**config.mk**
```make
export PLATFORM = sky130hd
export DESIGN_NAME = vga_sync
export DESIGN_NICKNAME = d
export VERILOG_FILES = /design/src/rtl/vga_sync.sv
export SDC_FILE = /design/constraint.sdc
export NUM_CORES = 1
export LEC_CHECK = 0
export ABC_AREA = 0
export BUFFER_PORTS_ARGS = -buffer_cell sky130_fd_sc_hd__buf_4
export CORE_ASPECT_RATIO = 0.6
export CORE_MARGIN = 1
export CORE_UTILIZATION = 30
export CTS_BUF_LIST = sky130_fd_sc_hd__clkbuf_8
export CTS_CLUSTER_DIAMETER = 30
export DETAILED_ROUTE_END_ITERATION = 7
export PLACE_DENSITY = 0.47
export SLEW_MARGIN = 20
export SYNTH_ARGS = -nofsm -noshare
export SYNTH_HDL_FRONTEND = slang
export SYNTH_SLANG_ARGS = --single-unit
export TNS_END_PERCENT = 30
```
**constraint.sdc**
```tcl
create_clock -name clk -period 4.1 [get_ports clk]
set_input_delay 0.82 -clock clk [delete_from_list [all_inputs] [get_ports clk]]
set_output_delay 0.82 -clock clk [all_outputs]
set_load 0.05 [all_outputs]
```
**src/rtl/vga_sync.sv**
```systemverilog
// vga_sync: 640x480 @ 60 Hz raster timing generator with a pixel-rate enable tick.
// hsync/vsync/video_on are registered from the next-state counters so they change on the same edge as x/y.
module vga_sync #(
   parameter int unsigned TICK_DIV  = 4,
   parameter int unsigned H_DISPLAY = 640,
   parameter int unsigned H_FRONT   = 16,
   parameter int unsigned H_SYNC    = 96,
   parameter int unsigned H_BACK    = 48,
   parameter int unsigned V_DISPLAY = 480,
   parameter int unsigned V_FRONT   = 10,
   parameter int unsigned V_SYNC    = 2,
   parameter int unsigned V_BACK    = 33
) (
   input  logic       clk,
   input  logic       reset,
   output logic       hsync,
   output logic       vsync,
   output logic       video_on,
   output logic       p_tick,
   output logic       frame_start,
   output logic [9:0] x,
   output logic [9:0] y
);

   localparam int unsigned H_MAX = H_DISPLAY + H_FRONT + H_SYNC + H_BACK - 1;
   localparam int unsigned V_MAX = V_DISPLAY + V_FRONT + V_SYNC + V_BACK - 1;
   localparam int unsigned DIV_W = $clog2(TICK_DIV);

   localparam logic [DIV_W-1:0] DIV_LAST   = DIV_W'(TICK_DIV - 1);
   localparam logic [9:0]       H_MAX_C    = 10'(H_MAX);
   localparam logic [9:0]       V_MAX_C    = 10'(V_MAX);
   localparam logic [9:0]       H_DISP_C   = 10'(H_DISPLAY);
   localparam logic [9:0]       V_DISP_C   = 10'(V_DISPLAY);
   localparam logic [9:0]       HS_START_C = 10'(H_DISPLAY + H_FRONT);
   localparam logic [9:0]       HS_END_C   = 10'(H_DISPLAY + H_FRONT + H_SYNC - 1);
   localparam logic [9:0]       VS_START_C = 10'(V_DISPLAY + V_FRONT);
   localparam logic [9:0]       VS_END_C   = 10'(V_DISPLAY + V_FRONT + V_SYNC - 1);

   logic [DIV_W-1:0] div_q, div_d;
   logic [9:0]       x_q, x_d;
   logic [9:0]       y_q, y_d;
   logic             hsync_q, hsync_d;
   logic             vsync_q, vsync_d;
   logic             video_on_q, video_on_d;
   logic             p_tick_q, p_tick_d;
   logic             frame_start_q, frame_start_d;
   logic             tick;

   always_comb begin
      tick  = (div_q == DIV_LAST);
      div_d = tick ? '0 : div_q + DIV_W'(1);

      x_d = x_q;
      y_d = y_q;
      if (tick) begin
         if (x_q == H_MAX_C) begin
            x_d = '0;
            y_d = (y_q == V_MAX_C) ? '0 : y_q + 10'd1;
         end else begin
            x_d = x_q + 10'd1;
         end
      end

      // Decoding x_d/y_d rather than x_q/y_q keeps the registered syncs aligned with the counters.
      hsync_d       = !((x_d >= HS_START_C) && (x_d <= HS_END_C));
      vsync_d       = !((y_d >= VS_START_C) && (y_d <= VS_END_C));
      video_on_d    = (x_d < H_DISP_C) && (y_d < V_DISP_C);
      p_tick_d      = tick;
      frame_start_d = tick && (x_q == H_MAX_C) && (y_q == V_MAX_C);
   end

   always_ff @(posedge clk or posedge reset) begin
      if (reset) begin
         div_q         <= '0;
         x_q           <= '0;
         y_q           <= '0;
         hsync_q       <= 1'b1;
         vsync_q       <= 1'b1;
         video_on_q    <= 1'b1;
         p_tick_q      <= 1'b0;
         frame_start_q <= 1'b0;
      end else begin
         div_q         <= div_d;
         x_q           <= x_d;
         y_q           <= y_d;
         hsync_q       <= hsync_d;
         vsync_q       <= vsync_d;
         video_on_q    <= video_on_d;
         p_tick_q      <= p_tick_d;
         frame_start_q <= frame_start_d;
      end
   end

   assign hsync       = hsync_q;
   assign vsync       = vsync_q;
   assign video_on    = video_on_q;
   assign p_tick      = p_tick_q;
   assign frame_start = frame_start_q;
   assign x           = x_q;
   assign y           = y_q;

endmodule

```
# After elaboration in Yosys (flattened, before gate mapping)
# Index checks and enable logic that the tools add are counted.
# word_totals
rom_bits,0
word_cells,33
mem_bits_rw,0
memories,0
inputBits,2
latch_bits,0
out_inout_bits,25
regBits,27
# op_classes
n_eq_ne,3
n_mul,0
reduce_logical,7
muxes,6
shift,0
order_cmp,6
bitwise,0
n_addsub,3
div,0
# ops
operator,n
two-way mux 10 bit,5
adder 10 x 1 -> 10 bit (second input constant),2
== test 10 bit (second input constant),2
greater-or-equal comparator 10 bit (second input constant),1
greater-or-equal comparator 10 x 9 -> 1 bit (second input constant),1
less-or-equal comparator 10 bit (second input constant),1
less-or-equal comparator 10 x 9 -> 1 bit (second input constant),1
less-than comparator 10 bit (second input constant),1
less-than comparator 10 x 9 -> 1 bit (second input constant),1
logical AND 1 bit,5
adder 2 x 1 -> 2 bit (second input constant),1
== test 2 bit (second input constant),1
zero test 1 bit,2
two-way mux 2 bit,1

# Logic depth before layout (Yosys ltp)
# Gate-level depths: netlist of run 1.
# logic_depth
depth_word,7
ltp_mapped,8
depth_no_buf,7

# Worst setup path after synthesis of run 1
# Ideal clock, no wire load.
# synth_path
kind,register to register
from,"register x_q[0], in the netlist x[0]"
to,"register vsync_q, in the netlist vsync"
required_ps,4010
path_buffers,0
setup_slack_ps,1884
setup_time_ps,90
arrival_time_ps,2126
stages_incl_launch_ff,7
synth_period_minus_slack_ps,2216
path_cell_list,dfrtp_1 ha_1 and2_1 nand4_4 or4_4 a22oi_2 nand4_1
# synth_via
elab_chain_cells,6
word_cells_on_any_way,7
cone_classes,order compare (2); eq/ne (1); mux (2); reduce/logical (2)
# synth_lines
item,line,text
"start, declared",40,"logic [9:0] x_q, x_d;"
"start signal, assigned",75,x_q <= '0;
"start signal, assigned",84,x_q <= x_d;
== test 10 bit (*),56,if (x_q == H_MAX_C) begin
two-way mux 10 bit (*),56,
two-way mux 10 bit (*),55,if (tick) begin
greater-or-equal comparator 10 x 9 -> 1 bit / less-or-equal comparator 10 x 9 -> 1 bit (equally long branches),66,vsync_d = !((y_d >= VS_START_C) && (y_d <= VS_END_C));
logical AND 1 bit (*),66,
zero test 1 bit (*),66,
via vsync_d,43,"logic vsync_q, vsync_d;"
"end signal, assigned",87,vsync_q <= vsync_d;
"end, declared",43,
# The timed path passes the listed nets; every way through them passes the cells marked *.

# Worst setup path in the final report of run 1
# layout_path
from,register div_q[0]
to,"register vsync_q, in the netlist vsync"
# layout_via
elab_chain_cells,5
word_cells_on_any_way,6
cone_classes,order compare (2); eq/ne (1); mux (1); reduce/logical (2)
# layout_lines
item,line,text
"start, declared",39,"logic [DIV_W-1:0] div_q, div_d;"
"start signal, assigned",83,div_q <= div_d;
== test 2 bit (*),50,tick = (div_q == DIV_LAST);
via p_tick_d,45,"logic p_tick_q, p_tick_d;"
two-way mux 10 bit (*),55,
greater-or-equal comparator 10 x 9 -> 1 bit / less-or-equal comparator 10 x 9 -> 1 bit (equally long branches),66,
logical AND 1 bit (*),66,
zero test 1 bit (*),66,
via vsync_d,43,
# Marks and branches as above.

==> metrics.md, run 1 <==
| Metric | Value |
|---|---|
| Status | `finished, final reports clean` |
| Post-layout utilization of the core | `37.55%` |
| CP arrival | `2510 ps` |
| Number of nets in the synthesized netlist | `157` |
| First-pass GRT wire length | `5513 µm` |
| Cell area after technology mapping | `1448 µm²` |
| Slowest stage cell, crit path | `sky130_fd_sc_hd__or4_4` |
| Cell Chain, Critical Path | `ha_1 > and2_1 > nand4_4 > or4_4 > a22oi_2 > nand4_1` |
| Unique cell type count in the Yosys netlist | `42` |
| Average wire per standard cell | `13.67 µm` |
| Vias/cell | `5.008` |
| Share of the clock period used by the worst path | `a little under three fifths` |
| Slew at the pin closest to its max-slew limit | `572.6 ps` |
| Register clock-pin slew on the reported worst setup and hold paths | `100 ps` |
| CTS Sinks | `27` |
| Largest net degree at the start of global routing | `28` |
| Hold_ws | `439.4 ps` |
| Synthesized area per cell | `9.587 µm²` |
| Number of buffers inserted for hold repair after clock tree synthesis | `0` |
| Flop and latch count out of synthesis | `27` |
| Number of antenna-violating nets in the routed design | `0` |
| FF-to-FF End | `vsync` |
| Share of cells above drive strength 1 | `around 22%` |
| Vias after detailed routing | `1,192` |
| Area taken by flip-flops and latches | `around 680 µm²` |
| Register-to-register path setup slack | `~1800 ps` |
| Worst hold-check path type | `flop to flop` |
| Yosys Warn Count | `0` |
| Filler instances | `486` |
| Crit path setup slack, layout | `1792 ps` |
| Total number of H-tree levels | `1` |
| Setup CP Type | `flop to flop` |
| Pwr per Cell Area | `approximately 240 nW/µm²` |
| Inserted Clock Buffers | `3` |
| Leakage power of the design | `around 0.8 nW` |
| Setup repair after global routing missed its margin | `false` |
| Kind of start point of the critical path | `flop` |
| Register-to-Register Path Depth | `6` |
| Area taken by multi-input logic gates | `~700 µm²` |
| Fin crit period | `around 2300 ps` |
| Total inserted antenna cells | `0` |
| Worst-skew pair later-pin latency | `270 ps` |
| Die Y-Extent | `55.81 µm` |
| First DRT Iteration DRCs | `99` |
| Nets | `182` |
| Area of the core region | `4612 µm²` |
| Max-slew headroom | `around three fifths` |
| IO buf count | `26` |
| Critical path endpoint category | `flop` |
| Delay contributed by the slowest stage of the critical path | `a little under 600 ps` |
| Count of instances resized after the clock tree is built | `0` |
| Buffer type at the clock tree root | `sky130_fd_sc_hd__clkbuf_8` |
| Area enclosed by the die boundary | `5116 µm²` |
| Total power consumption of the routed design | `0.0004224 W` |
| Predominant post-synthesis flop cell | `sky130_fd_sc_hd__dfrtp_1` |
| Vias in the first global route | `1,100` |
| Worst IR drop on VDD | `112.1 µV` |
| TritonCTS clock tree | `done` |
| Initial antenna violation count | `0` |
| GP Congestion | `0.7621` |
| Number of buffers inserted to repair setup after CTS | `0` |
| Worst slack after detailed placement | `1804 ps` |
| Crit path depth | `6` |
| Overall track demand over capacity in global routing | `14.01%` |
| Initial DRT Pass Iterations | `4` |
| Worst reg2reg startpoint | `div_q[0]` |
| Post-synthesis to final-layout area growth | `19.62%` |
| Cell count after synthesis | `151` |
| Placed wire-length estimate | `2416 µm` |
| Final-report hold violation count | `0` |
| Maximum fanout count along the critical path | `15` |
| Maximum buffer depth of the clock tree | `2` |
| Reported max-cap violation count | `0` |
| Clock tree skew after final layout | `8.091 ps` |
| Part of the Yosys area used for sequential elements | `46.93%` |
| Effective utilization at floorplan | `31.39%` |
| Achievable frequency | `433.3 MHz` |
| Max-slew violation count | `0` |
| Launch instance of the worst min-delay path | `div_q[0]` |
| Worst setup path start | `div_q[0]` |
| Largest delay contributor family on the critical path | `simple AND/OR/NAND/NOR gates` |
| Total overflow reported by the global router | `0` |
| Asr flop ratio synth | `100.0%` |
| DRC Markers | `0` |
| Total I/O pin count | `27` |
| Destination of the critical timing path | `vsync` |
| Sum of buffers and inverters on the critical path | `0` |
| Post-synth EDFFs | `0` |
| Required time of the worst setup path | `4300 ps` |
| Final count of negative-setup-slack endpoints | `0` |
| Setup_tns | `0 ps` |
| Die extent in x | `91.68 µm` |
| Number of cell rows | `19` |
| WL final | `3253 µm` |
-- cells in the mapped netlist, types with 2 or more instances --
master,number,area (µm²)
sky130_fd_sc_hd__dfstp_2,3,78.83
sky130_fd_sc_hd__nand4b_1,3,26.28
sky130_fd_sc_hd__nor3_1,3,15.01
sky130_fd_sc_hd__nor2_1,8,30.03
sky130_fd_sc_hd__a211oi_1,2,15.01
sky130_fd_sc_hd__xor2_1,3,26.28
sky130_fd_sc_hd__and3_1,3,18.77
sky130_fd_sc_hd__clkbuf_1,3,11.26
sky130_fd_sc_hd__inv_1,10,37.54
sky130_fd_sc_hd__nand2_1,19,71.32
sky130_fd_sc_hd__o21ai_0,7,35.03
sky130_fd_sc_hd__dfrtp_1,24,600.6
sky130_fd_sc_hd__and2_1,2,12.51
sky130_fd_sc_hd__nor3b_1,3,22.52
sky130_fd_sc_hd__nand4_1,4,25.02
sky130_fd_sc_hd__nand3_1,12,60.06
sky130_fd_sc_hd__a21oi_1,7,35.03
sky130_fd_sc_hd__xnor2_1,4,35.03
sky130_fd_sc_hd__o31ai_1,3,22.52
sky130_fd_sc_hd__o211ai_1,2,15.01
sky130_fd_sc_hd__a21o_1,2,15.01
sky130_fd_sc_hd__ha_1,4,50.05
-- routing by layer --
metal / global-route usage [%] / share of wire [%] / routed length [µm]
met1: 21.58 / 53 / 1729
met2: 19.44 / 41 / 1335
met3: 3.689 / 4.9 / 161
met4: 2.721 / 0.80 / 26
met5: 0 / 0 / 0
-- worst min path at each step --
stage,to,cells past startpoint
detailed placement,div_q[0],1
global placement,div_q[0],1
floorplan,div_q[0],1
finish,div_q[0],1
global route,div_q[0],1
CTS,div_q[0],1
-- registers in the layout (all words and copies together), names as in the netlist --
| name | cells |
|---|---|
| div_q | 2 |
| vsync | 1 |
| y | 10 |
| video_on | 1 |
| hsync | 1 |
| x | 10 |
| frame_start | 1 |
| p_tick | 1 |
-- stage by stage --
| step | cells | area (µm²) |
|---|---|---|
| 3_5_place_dp | 234 | 1687 |
| 4_1_cts | 238 | 1732 |
| 5_1_grt | 238 | 1732 |
| 6_report | 238 | 1732 |
| 3_3_place_gp | 234 | 1687 |
| 2_1_floorplan | 151 | 1448 |
-- cell usage in the layout, fill, tap and decap left out, types with 2 or more instances in the layout --
cell,instances
sky130_fd_sc_hd__a211oi_1,2
sky130_fd_sc_hd__a21o_1,2
sky130_fd_sc_hd__a21oi_1,7
sky130_fd_sc_hd__and2_1,2
sky130_fd_sc_hd__and3_1,3
sky130_fd_sc_hd__buf_4,26
sky130_fd_sc_hd__clkbuf_8,3
sky130_fd_sc_hd__dfrtp_1,24
sky130_fd_sc_hd__dfstp_2,3
sky130_fd_sc_hd__ha_1,4
sky130_fd_sc_hd__inv_1,10
sky130_fd_sc_hd__nand2_1,19
sky130_fd_sc_hd__nand3_1,12
sky130_fd_sc_hd__nand4_1,4
sky130_fd_sc_hd__nand4b_1,3
sky130_fd_sc_hd__nor2_1,8
sky130_fd_sc_hd__nor3_1,3
sky130_fd_sc_hd__nor3b_1,3
sky130_fd_sc_hd__o211ai_1,2
sky130_fd_sc_hd__o21ai_0,7
sky130_fd_sc_hd__o31ai_1,3
sky130_fd_sc_hd__xnor2_1,4
sky130_fd_sc_hd__xor2_1,3
-- final cells by class --
class,count,share of cell area (%)
Clock buffer,3,2.384
Clock inverter,1,0.2168
Inverter,10,2.168
Multi-Input combinational cell,108,40.17
Sequential cell,27,39.23
Tap cell,63,4.552
Timing Repair Buffer,26,11.27
-- power by group --
| part | switching [W] | leakage [nW] | internal (W) |
|---|---|---|---|
| registers | 0 | 0.353 | 0.000266 |
| logic | 0.00000524 | 0.402 | 0.000000700 |
| clock network | 0.0000831 | 0.0269 | 0.0000672 |
-- cell families after synthesis --
logic type               count (synthesis)  share of synthesized area (%)
AO/OA/AOI/OAI                           29                          13.22
buffers and inverters                   16                          5.013
XOR/XNOR                                 7                          4.235
adder cells (fa/ha/maj)                  4                          3.457
AND/OR/NAND/NOR                         66                          25.67
multiplexers                             2                          1.469
flip-flops                              27                          46.93
No activity file was read; power rests on OpenSTA's default activity.
==> inputs of run 2 (changes only) <==
--- a/config.mk
+++ b/config.mk
@@ -13,7 +13,7 @@
 export CTS_BUF_LIST = sky130_fd_sc_hd__clkbuf_8
 export CTS_CLUSTER_DIAMETER = 30
 export DETAILED_ROUTE_END_ITERATION = 7
-export PLACE_DENSITY = 0.47
+export PLACE_DENSITY = 0.49
 export SLEW_MARGIN = 20
 export SYNTH_ARGS = -nofsm -noshare
 export SYNTH_HDL_FRONTEND = slang
==> constraint.sdc (replaced) <==
create_clock -name clk -period 2.1 [get_ports clk]
set_input_delay 0.42 -clock clk [delete_from_list [all_inputs] [get_ports clk]]
set_output_delay 0.42 -clock clk [all_outputs]
set_load 0.05 [all_outputs]
==> run 2 against run 1 <==
Die area unchanged. Global-route usage is 0.16 points higher. Register-to-register slack got worse by 1700 ps. Critical path depth down 1. Clock-buffer cell count stayed put. First-iteration DRC count is 15% lower. Power grew 95%. Fmax up 15%. Sequential share of layout area is 1.7 points lower. Final area up 4.8%. Largest power group unchanged.
==> metrics.md, run 2 (same netlist as run 1, synthesis figures left out) <==
| Metric | Value |
|---|---|
| Status | `finished, final reports clean` |
| Effective utilization at floorplan | `31.39%` |
| Area taken by multi-input logic gates | `just over 700 µm²` |
| Share of the clock period used by the worst path | `between 90% and 100%` |
| Worst-skew pair later-pin latency | `roughly 270 ps` |
| Switching pwr | `0.0001685 W` |
| Total overflow reported by the global router | `0` |
| Share of cells above drive strength 1 | `28.42%` |
| Die Y-Extent | `55.81 µm` |
| Max-slew violation count | `0` |
| Number of cell rows | `19` |
| Area enclosed by the die boundary | `5116 µm²` |
| Most used cells in the layout excluding fill and tap cells | `sky130_fd_sc_hd__buf_4, sky130_fd_sc_hd__dfrtp_1, sky130_fd_sc_hd__nand2_1, sky130_fd_sc_hd__nand3_1, sky130_fd_sc_hd__inv_1` |
| Register clock-pin slew on the reported worst setup and hold paths | `around 90 ps` |
| Total non-filler cell area in the finished layout | `1815 µm²` |
| IO buf count | `26` |
| Largest net degree at the start of global routing | `28` |
| Most common library cell in the layout ignoring fill and taps | `sky130_fd_sc_hd__buf_4` |
| Maximum fanout count along the critical path | `8` |
| Initial antenna violation count | `0` |
| Reported max-cap violation count | `0` |
| Total number of H-tree levels | `1` |
| Kind of start point of the critical path | `flop` |
| DRC Markers | `0` |
| Vias in the first global route | `1,103` |
| Inserted Clock Buffers | `3` |
| Die extent in x | `roughly 92 µm` |
| CP arrival | `2200 ps` |
| Filler instances | `approximately 460` |
| Crit path setup slack, layout | `88.89 ps` |
| Sequential cell fraction of total power | `63.3%` |
| Maximum buffer depth of the clock tree | `2` |
| Clock tree skew after final layout | `3.884 ps` |
| Internal power | `0.0006532 W` |
| TritonCTS clock tree | `done` |
| Setup repair after global routing missed its margin | `false` |
| Placed cell area | `1749 µm²` |
| Vias/cell | `a little under 5` |
| Average wire per standard cell | `13.60 µm` |
| Setup_tns | `0 ps` |
| Number of buffers inserted for hold repair after clock tree synthesis | `0` |
| Pwr per Cell Area | `452.6 nW/µm²` |
| First-pass GRT wire length | `5602 µm` |
| Number of antenna-violating nets in the routed design | `0` |
| Worst IR drop on VDD | `between 200 and 300 µV` |
| Slew at the pin closest to its max-slew limit | `367.2 ps` |
| Clock network power share | `35.1%` |
| Max-slew headroom | `75.52%` |
| Leakage power of the design | `0.8210 nW` |
| GP Congestion | `slightly above 0.8` |
| First DRT Iteration DRCs | `84` |
| Net switching fraction of the power | `~21%` |
| Achievable frequency | `497.2 MHz` |
| Worst slack after detailed placement | `between 3 and 4 ps` |
| Vias after detailed routing | `1,192` |
| Post-synthesis to final-layout area growth | `25.41%` |
| Total I/O pin count | `27` |
| Final count of negative-setup-slack endpoints | `0` |
| Worst reg2reg startpoint | `x[6]` |
| Gate power share | `1.6%` |
| Fin crit period | `between 2000 and 2500 ps` |
| Critical path endpoint category | `flop` |
| Total inserted antenna cells | `0` |
| Required time of the worst setup path | `2280 ps` |
| Final-report hold violation count | `0` |
| Nets | `190` |
| WL final | `about 3300 µm` |
| Initial DRT Pass Iterations | `4` |
| Area taken by flip-flops and latches | `a little under 700 µm²` |
| Worst setup path start | `x[6]` |
| Area of the core region | `between 4000 and 5000 µm²` |
| CTS Sinks | `27` |
| Overall track demand over capacity in global routing | `14.16%` |
| Placed wire-length estimate | `roughly 2500 µm` |
| Setup CP Type | `flop to flop` |
| Worst hold-check path type | `input port to async pin` |
| Buffer type at the clock tree root | `sky130_fd_sc_hd__clkbuf_8` |
[run 2: critical path, cell delays in order (launching register included)]
cell	delay [ps]
sky130_fd_sc_hd__dfrtp_1	440
sky130_fd_sc_hd__and4bb_2	380
sky130_fd_sc_hd__nand4_4	170
sky130_fd_sc_hd__or4_4	550
sky130_fd_sc_hd__a22oi_2	260
sky130_fd_sc_hd__nand4_1	130
[run 2: routing by layer]
metal  track usage (%)  routed length (µm)  vias up
met5                 0                   0        -
met4             2.041                  20        0
met3             3.415                 103        2
met2             18.69                1274       24
met1             23.19                1946      556
li1                  -                   -      610
[run 2: power by group through the flow]
stage / sequential [W] / combinational (W) / clock (W)
after global routing: 0.000520 / 0.0000163 / 0.000326
after detailed placement: 0.000530 / 0.0000144 / 0
after CTS: 0.000520 / 0.0000144 / 0.000307
after floorplan: 0.000530 / 0.00000766 / 0
after global placement: 0.000530 / 0.0000140 / 0
final: 0.000520 / 0.0000134 / 0.000289
[run 2: cell type report]
type / instances / area share, %
multi-input combinational: 108 / 39.49
sequential: 27 / 37.56
timing repair buffer: 34 / 14.06
tap: 63 / 4.342
clock buffer: 3 / 2.274
inverter: 10 / 2.068
clock inverter: 1 / 0.2068
[run 2: stage by stage]
step	utilization, %	total power, W	std cells	hold slack, ps
after global placement	37.93	0.0005438	242	413.7
after global routing	39.37	0.0008624	246	252.0
final	39.37	0.0008217	246	217.0
after detailed placement	37.93	0.0005442	242	423.2
after CTS	38.96	0.0008407	246	226.7
after floorplan	-	0.0005375	151	403.1
[run 2: what timing repair did]
| action | in CTS | in global routing |
|---|---|---|
| setup endpoints to repair | 2 | 2 |
| resized for setup | 1 | 4 |
| cloned | 0 | 0 |
| setup buffers | 0 | 0 |
[run 2: path summary, 6_finish.rpt]
kind	end	slack [ps]	cells after the start
max	vsync	90	5
min	frame_start	220	3
max reg2reg	vsync	90	5
min reg2reg	div_q[0]	490	1
max in group asynchronous	hsync	1560	3
min in group clk	div_q[0]	490	1
